==> src/rtl/dlx_gpr_pkg.sv <==
// Shared GPR-file constants for the DLX datapath: widths and fixed register
// addresses used by the write-back queue and its neighbours.
package dlx_gpr_pkg;
    localparam int GPR_AW = 5;
    localparam int GPR_DW = 32;
    localparam logic [4:0] R0_ADR      = 5'd0;
    localparam logic [4:0] SHARP_E_ADR = 5'd10;
endpackage

==> src/rtl/gpr_wb_fifo.sv <==
// In-order storage for pending GPR writes: circular array with head/tail
// pointers, an occupancy count and a per-entry valid bit for hazard compares.
module gpr_wb_fifo #(
    parameter int DEPTH = 4,
    parameter int DW    = 32,
    parameter int AW    = 5
) (
    input  logic                     clk,
    input  logic                     reset_n,
    input  logic                     i_push,
    input  logic [AW-1:0]            i_adr,
    input  logic [DW-1:0]            i_data,
    input  logic                     i_pop,
    output logic [AW-1:0]            o_head_adr,
    output logic [DW-1:0]            o_head_data,
    output logic [$clog2(DEPTH):0]   o_count,
    output logic                     o_full,
    output logic                     o_empty,
    output logic [DEPTH-1:0]         o_valid,
    output logic [AW-1:0]            o_adr [DEPTH]
);
    localparam int PW = $clog2(DEPTH);

    logic [AW-1:0]    r_adr  [DEPTH];
    logic [DW-1:0]    r_data [DEPTH];
    logic [DEPTH-1:0] r_valid;
    logic [PW-1:0]    r_head;
    logic [PW-1:0]    r_tail;
    logic [PW:0]      r_count;
    logic             w_push;
    logic             w_pop;

    assign o_full  = (r_count == (PW+1)'(DEPTH));
    assign o_empty = (r_count == '0);
    // Guards make the array safe even if the caller ignores full/empty.
    assign w_push  = i_push && !o_full;
    assign w_pop   = i_pop && !o_empty;

    always_ff @(posedge clk) begin
        if (!reset_n) begin
            r_valid <= '0;
            r_head  <= '0;
            r_tail  <= '0;
            r_count <= '0;
        end else begin
            if (w_pop) begin
                r_valid[r_head] <= 1'b0;
                r_head          <= r_head + PW'(1);
            end
            if (w_push) begin
                r_adr[r_tail]   <= i_adr;
                r_data[r_tail]  <= i_data;
                r_valid[r_tail] <= 1'b1;
                r_tail          <= r_tail + PW'(1);
            end
            case ({w_push, w_pop})
                2'b10:   r_count <= r_count + (PW+1)'(1);
                2'b01:   r_count <= r_count - (PW+1)'(1);
                default: r_count <= r_count;
            endcase
        end
    end

    assign o_head_adr  = r_adr[r_head];
    assign o_head_data = r_data[r_head];
    assign o_count     = r_count;
    assign o_valid     = r_valid;
    assign o_adr       = r_adr;
endmodule

==> src/rtl/gpr_wb_queue.sv <==
// GPR write-back front end: buffers write requests in order and issues them
// only in granted write slots, reporting RAW hazards for the decode sources.
module gpr_wb_queue
    import dlx_gpr_pkg::*;
#(
    parameter int DEPTH = 4,
    parameter int DW    = GPR_DW,
    parameter int AW    = GPR_AW
) (
    input  logic                   clk,
    input  logic                   reset_n,
    input  logic                   req_valid,
    output logic                   req_ready,
    input  logic [AW-1:0]          req_adr,
    input  logic [DW-1:0]          req_data,
    input  logic                   wb_slot,
    output logic                   GPR_WE,
    output logic [AW-1:0]          C_ADR,
    output logic [DW-1:0]          C,
    input  logic [AW-1:0]          rd_adr_a,
    input  logic [AW-1:0]          rd_adr_b,
    output logic                   hazard_a,
    output logic                   hazard_b,
    output logic                   pending,
    output logic [$clog2(DEPTH):0] count
);
    localparam logic [AW-1:0] W_R0 = AW'(R0_ADR);

    logic [AW-1:0]    w_head_adr;
    logic [DW-1:0]    w_head_data;
    logic             w_full;
    logic             w_empty;
    logic [DEPTH-1:0] w_valid;
    logic [AW-1:0]    w_adr [DEPTH];
    logic             w_store;
    logic             w_hit_a;
    logic             w_hit_b;

    // Handshake: a request transfers at the edge where req_valid && req_ready;
    // req_ready depends only on occupancy, never on req_valid or wb_slot.
    assign req_ready = !w_full;
    assign w_store   = req_valid && req_ready && (req_adr != W_R0);
    assign pending   = !w_empty;
    assign GPR_WE    = wb_slot && pending;
    assign C_ADR     = pending ? w_head_adr  : '0;
    assign C         = pending ? w_head_data : '0;

    gpr_wb_fifo #(.DEPTH(DEPTH), .DW(DW), .AW(AW)) u_fifo (
        .clk         (clk),
        .reset_n     (reset_n),
        .i_push      (w_store),
        .i_adr       (req_adr),
        .i_data      (req_data),
        .i_pop       (GPR_WE),
        .o_head_adr  (w_head_adr),
        .o_head_data (w_head_data),
        .o_count     (count),
        .o_full      (w_full),
        .o_empty     (w_empty),
        .o_valid     (w_valid),
        .o_adr       (w_adr)
    );

    always_comb begin
        w_hit_a = 1'b0;
        w_hit_b = 1'b0;
        for (int i = 0; i < DEPTH; i++) begin
            if (w_valid[i] && (w_adr[i] == rd_adr_a)) w_hit_a = 1'b1;
            if (w_valid[i] && (w_adr[i] == rd_adr_b)) w_hit_b = 1'b1;
        end
    end

    // The entry popping this cycle still counts: reads are blocked anyway.
    assign hazard_a = (rd_adr_a != W_R0) && (w_hit_a || (w_store && (req_adr == rd_adr_a)));
    assign hazard_b = (rd_adr_b != W_R0) && (w_hit_b || (w_store && (req_adr == rd_adr_b)));
endmodule

==> config.mk <==
export PLATFORM = sky130hd
export DESIGN_NAME = gpr_wb_queue
export DESIGN_NICKNAME = d
export VERILOG_FILES = /design/src/rtl/dlx_gpr_pkg.sv /design/src/rtl/gpr_wb_fifo.sv /design/src/rtl/gpr_wb_queue.sv
export SDC_FILE = /design/constraint.sdc
export NUM_CORES = 1
export LEC_CHECK = 0
export ABC_CLOCK_PERIOD_IN_PS = 2900
export CORE_MARGIN = 2
export CORE_UTILIZATION = 50
export DETAILED_ROUTE_END_ITERATION = 10
export DONT_BUFFER_PORTS = 1
export GPL_ROUTABILITY_DRIVEN = 0
export MAX_ROUTING_LAYER = met4
export PLACE_DENSITY = 0.78
export SYNTH_ARGS = -nofsm -noshare
export SYNTH_HDL_FRONTEND = slang
export SYNTH_HIERARCHICAL = 1
export SYNTH_SLANG_ARGS = --single-unit
==> constraint.sdc <==
create_clock -name clk -period 2.9 [get_ports clk]
set_input_delay 0.435 -clock clk [delete_from_list [all_inputs] [get_ports clk]]
set_output_delay 0.435 -clock clk [all_outputs]
set_load 0.02 [all_outputs]
Word level (Yosys, flattened, before mapping)
Memory sizes are Yosys's and may differ from the RTL's. A register that Yosys moved wholly into a read port is not among the register bits. Cells that the tools add are included. W data, S select, Z words.

Add/subtract/negate cells: 4. Magnitude comparators: 7. Eq/ne operators: 13. Mux-type cells: 29. Bitwise logic cells: 5. Reductions and logical operators: 30.

Operators by type and width (count): $eq A5 B5 Y1 (10); $mux W32 (1); $bwmux W20 (1); $logic_and A1 B1 Y1 (20); $mux W5 (4); $reduce_bool A5 Y1 (3); $mux W1 (13); $mux W4 (3); $bmux W5 S2 (1); $demux W5 S2 (1); $ge A3 B3 Y1 const B (2); $lt A2 B3 Y1 const B (2); $not A2 Y3 (2); $pmux W3 S2 (1); $add A2 B1 Y2 const B (2); $and A4 B4 Y4 (1); $demux W1 S2 (2); $ge A2 B1 Y1 const B (2); $mux W2 (2); $not A4 Y4 (1); $or A4 B4 Y4 (1); $add A3 B1 Y3 const B (1); $eq A3 B3 Y1 const B (1); $logic_not A3 Y1 (1); 8 further kinds (10).

Bits in registers: 31. RAM bits: 128. Bits of input ports: 51. Output and inout bits: 45. Memories kept: 1.

Memory list: u_fifo.r_data (depth 4, width 32, read ports 1, clocked after Yosys merged registers in 1, write ports 1, RTL line gpr_wb_fifo.sv:25) `logic [DW-1:0] r_data [DEPTH];`.

Logic depth before layout (Yosys ltp)
Depth in word-level cells: 10. Mapped depth: 12. Mapped depth without buffers: 12.

Cells and area by module
The synthesis kept the hierarchy.

Modules (own cells, without submodules): gpr_wb_fifo (instances 1, cells an instance 266, area each 6052.1 µm², sequential area each 4704.5 µm²); gpr_wb_queue (instances 1, cells an instance 133, area each 933.4 µm², sequential area each 0.0 µm²).

Worst setup path before layout
No wires, ideal clock.

Kind: reg2reg. Start: reg u_fifo.r_count[0] (netlist: u_fifo/o_count[0]). End: reg u_fifo.r_count[2] (netlist: u_fifo/o_count[2]). Arrival time: 2835 ps. Slack: -10 ps. Stages on the path, launching flop included: 12. Period minus slack after synthesis: 2910 ps. Cells stage by stage: dfxtp_1 -> nor3_1 -> clkbuf_1 -> nor2b_1 -> o31a_2 -> buf_6 -> ha_1 -> inv_1 -> fa_1 -> xor2_1 -> or3_2 -> a21boi_0.

RTL lines: start, declared (RTL line gpr_wb_fifo.sv:29) `logic [PW:0] r_count;`; start signal, assigned (RTL line gpr_wb_fifo.sv:57) `2'b10: r_count <= r_count + (PW+1)'(1);`; start signal, assigned (RTL line gpr_wb_fifo.sv:58) `2'b01: r_count <= r_count - (PW+1)'(1);`; start signal, assigned (RTL line gpr_wb_fifo.sv:59) `default: r_count <= r_count;`; $logic_not A3 Y1 * (RTL line gpr_wb_fifo.sv:34) `assign o_empty = (r_count == '0);`; named net w_empty (RTL line gpr_wb_queue.sv:32) `logic w_empty;`; $logic_not A1 Y1 * (RTL line gpr_wb_queue.sv:43) `assign pending = !w_empty;`; $logic_and A1 B1 Y1 * (RTL line gpr_wb_queue.sv:44) `assign GPR_WE = wb_slot && pending;`; named net GPR_WE (RTL line gpr_wb_queue.sv:17) `output logic GPR_WE,`; $logic_and A1 B1 Y1 * (RTL line gpr_wb_fifo.sv:37) `assign w_pop = i_pop && !o_empty;`; $eq A2 B1 Y1 / $eq A2 B2 Y1 (equally long branches) (RTL line gpr_wb_fifo.sv:56) `case ({w_push, w_pop})`; $pmux W3 S2 / $reduce_bool A2 Y1 (equally long branches).

Mark *: on every way through the listed nets, which the timed path passes. The rest lies on a longest branch. A chain may end at the register's enable or synchronous reset.

Worst setup path in the final report
Start: reg u_fifo.r_count[0] (netlist: u_fifo/o_count[0]). End: reg u_fifo.r_count[2] (netlist: u_fifo/o_count[2]).

Longest elaborated chain between the ends: 7.

Ends and longest elaborated chain: $eq A3 B3 Y1 * (RTL line gpr_wb_fifo.sv:33) `assign o_full = (r_count == (PW+1)'(DEPTH));`; named net w_full (RTL line gpr_wb_queue.sv:31) `logic w_full;`; $logic_not A1 Y1 * (RTL line gpr_wb_queue.sv:41) `assign req_ready = !w_full;`; $logic_and A1 B1 Y1 * (2 in series) (RTL line gpr_wb_queue.sv:42) `assign w_store = req_valid && req_ready && (req_adr != W_R0);`; named net w_store (RTL line gpr_wb_queue.sv:35) `logic w_store;`; $logic_and A1 B1 Y1 * (RTL line gpr_wb_fifo.sv:36) `assign w_push = i_push && !o_full;`; $eq A2 B1 Y1 / $eq A2 B2 Y1 (equally long branches) (RTL line gpr_wb_fifo.sv:56); $pmux W3 S2 / $reduce_bool A2 Y1 (equally long branches).

Marked as above.

==> impl_metrics.toml <==
[worst_hold_path]
timing.hold.worst.class = "primary input to register"

[sta]
slew-limit-headroom_pct = 27.9
post-route-period-util_pct = 88.0
max_freq_mhz = 392
hold_viol = 0
fin_hold_ws_ps = 110
final.setup.worst_slack_ps = 348
worst_case_clock_skew_ps = 8.98
timing_max_transition_violations_final = 0
unrepaired_setup_endpoints_after_global_routing = "false"
final.setup.tns_ps = 0
worstMarginPinSlew_ps = 1080
final.min_clock_period_ps = 2550
final_number_of_setup_violating_endpoints = 0

[place]
post-dp-hpwl_microns = 8020
port-buffer-count = 0
dp_worst_setup_slack_ps = -17.9

[clock_tree]
cts-resized-gates = 0
clkTransAtPathRegs_ps = 60
clock_tree_from_tritoncts = "built"
htree_num_levels = 4
clock_latency_on_the_worst_skew_pair_ps = 420
cts.hold.buffers_added = 0
buffer_depth_of_the_longest_clock_path = 2
number_of_buffers_added_by_the_clock_tree_synthesis_step = 17
root_buffer = "clkbuf_16"
post_cts_setup_repair_bufs = 0
clock-sinks = 161

[layout]
multi_input_comb_area_sq_um = 2100
regArea_sq_um = 4710
design.final.nets = 462
mostFrequentLayoutCell = "edfxtp_1"
layout_common_cells = "148 x edfxtp_1, 37 x nor2b_1, 37 x xor2_1, 37 x mux4_2, 17 x clkbuf_16"
area.growth.synth_to_final_pct = 10.9
filler_cell_count = 1076
final_layout_size_suffix_gt1_share_pct = 22.2
antenna_cells_inserted = 0

[drt]
wl_per_cell_microns = 21.6
drc_errors = 0
average_vias_per_placed_instance = 5.66
drtIter0Drc = 196
detail-route-antenna-nets = 0
routed_wire_length_microns = 12800
firstDrtPassIters = 4
routed-via-count = 3360

[die]
initial_standard_cell_utilization_of_the_core_pct = 50.7
floorplan.die.width_microns = 122
number_of_top_level_design_ports = 96
floorplan.rows = 43
coreArea_sq_um = 13800
die_height_microns = 122
die_outline_area_sq_um = 14900

[synthesis]
synth.yosys.warnings = 6
synth_cell_types = 33
post_synth.cell_area_avg_sq_um = 17.5
synth_area_sq_um = 6990
yosys_register_bits = 161
synth_top_flop_cell = "edfxtp_1"
ys_seq_area_share_pct = 67.3
synthesis.nets = 460
number_of_synthesized_flops_with_an_enable_pin = 148
netlist_instances = 399
proportion_of_synthesized_flip_flops_having_asynchronous_set_or_reset_pct = 0

[global_route]
global_route.usage.total_pct = 18.8
via_count_of_the_first_global_routing_pass = 3620
grt_start_max_net_pins = 39
globalRoute.totalOverflow = 0
grt_pass1_wl_microns = 19400
initial_antenna_violation_count = 0

[pwr]
post-layout-total-power_mw = 6.50
power.ir.vdd_worst_mv = 0.373
cellPowerDensity_nw_per_um2 = 839
leakagePower_nw = 2.46

[critical_path]
worst_setup_path_end_kind = "register"
cp_max_fo = 3
worst-endpoint-required_ps = 3230
critPathLaunchType = "register"
worstPathArrival_ps = 2880
critical_path_class = "register to register"

[job]
max_cap_viol_count = 0

[outcome]
status = "finished, final reports clean"
[layer usage]
| metal | wire, microns | vias up | track usage (%) |
|---|---|---|---|
| met5 | 0 | - | - |
| met3 | 817 | 17 | 6.55 |
| met1 | 5230 | 1723 | 21.2 |
| li1 | - | 1521 | - |
| met4 | 212 | 0 | 7.47 |
| met2 | 6570 | 99 | 30.7 |
[worst max-delay path, cell delays in order, from the launching register on]
cell,delay (ps)
dfxtp_1,320
nor3b_2,260
inv_1,100
o211ai_2,80
inv_1,70
and2b_2,220
inv_1,60
ha_1,170
inv_1,60
fa_1,370
xor2_1,160
or3_2,400
a21boi_0,200
[sequential cells by signal, summed over array words and instances, names as in the netlist, named ones only]
signal,cells
u_fifo/o_adr,20
u_fifo/r_data,128
u_fifo/o_count,3
u_fifo/r_tail,2
u_fifo/o_valid,4
u_fifo/r_head,2
[cell families after synthesis]
logic type                 after synthesis  synth area share (%)
DFF                                    161                  67.3
and+or+nand+nor                         87                  7.52
xor gates and xnor gates                53                  6.75
muxes                                   39                  12.2
buffers and inverters                   37                  2.79
AOI/OAI and AO/OA                       12                  1.47
adders and majority gates               10                  1.90
[power by group]
part / leakage (nW) / internal [mW] / switching (mW)
clock network: 0.287 / 1.30 / 0.927
registers: 1.45 / 2.71 / 0.0837
logic: 0.727 / 0.503 / 0.980
[per-stage QoR]
step           util, %  instances  instance area [sq um]
6_report          56.3        594                   7750
5_1_grt           56.3        594                   7750
4_1_cts           56.3        594                   7750
3_5_place_dp      51.9        562                   7150
3_3_place_gp      51.9        562                   7150
2_1_floorplan        -        399                   6990
[synth_stat cells, types with 5 or more instances]
cell      instances  share of area (%)
xor2_1           37                4.6
nand3_1          11               0.79
mux4_2           37                 12
clkbuf_1          6               0.32
xnor2_1          15                1.9
buf_6             5               0.81
dfxtp_1          13                3.7
nor2b_1          38                3.4
and2_1            7               0.63
nor4_1           10               0.90
inv_1            11               0.59
buf_2            15                1.1
edfxtp_1        148                 64
ha_1              9                1.6
nand2_1          10               0.54
[worst paths after layout]
check / from / cells past startpoint / end / slack [ps]
setup reg to reg: u_fifo/o_count[0] / 12 / u_fifo/o_count[2] / 350
setup / recovery: u_fifo/o_count[0] / 12 / u_fifo/o_count[2] / 350
hold / removal: req_data[22] / 0 / u_fifo/r_data[0][22] / 110
hold reg to reg: u_fifo/r_tail[0] / 2 / u_fifo/r_tail[0] / 510
[final cells by class]
type | count | share of cell area, %
Inverter | 11 | 0.533
Tap cell | 180 | 2.91
Sequential cell | 161 | 60.8
Clock inverter | 14 | 2.16
Timing Repair Buffer | 9 | 1.03
Clock buffer | 18 | 5.54
Multi-Input combinational cell | 201 | 27.1
No activity file was read; power rests on OpenSTA's default activity.
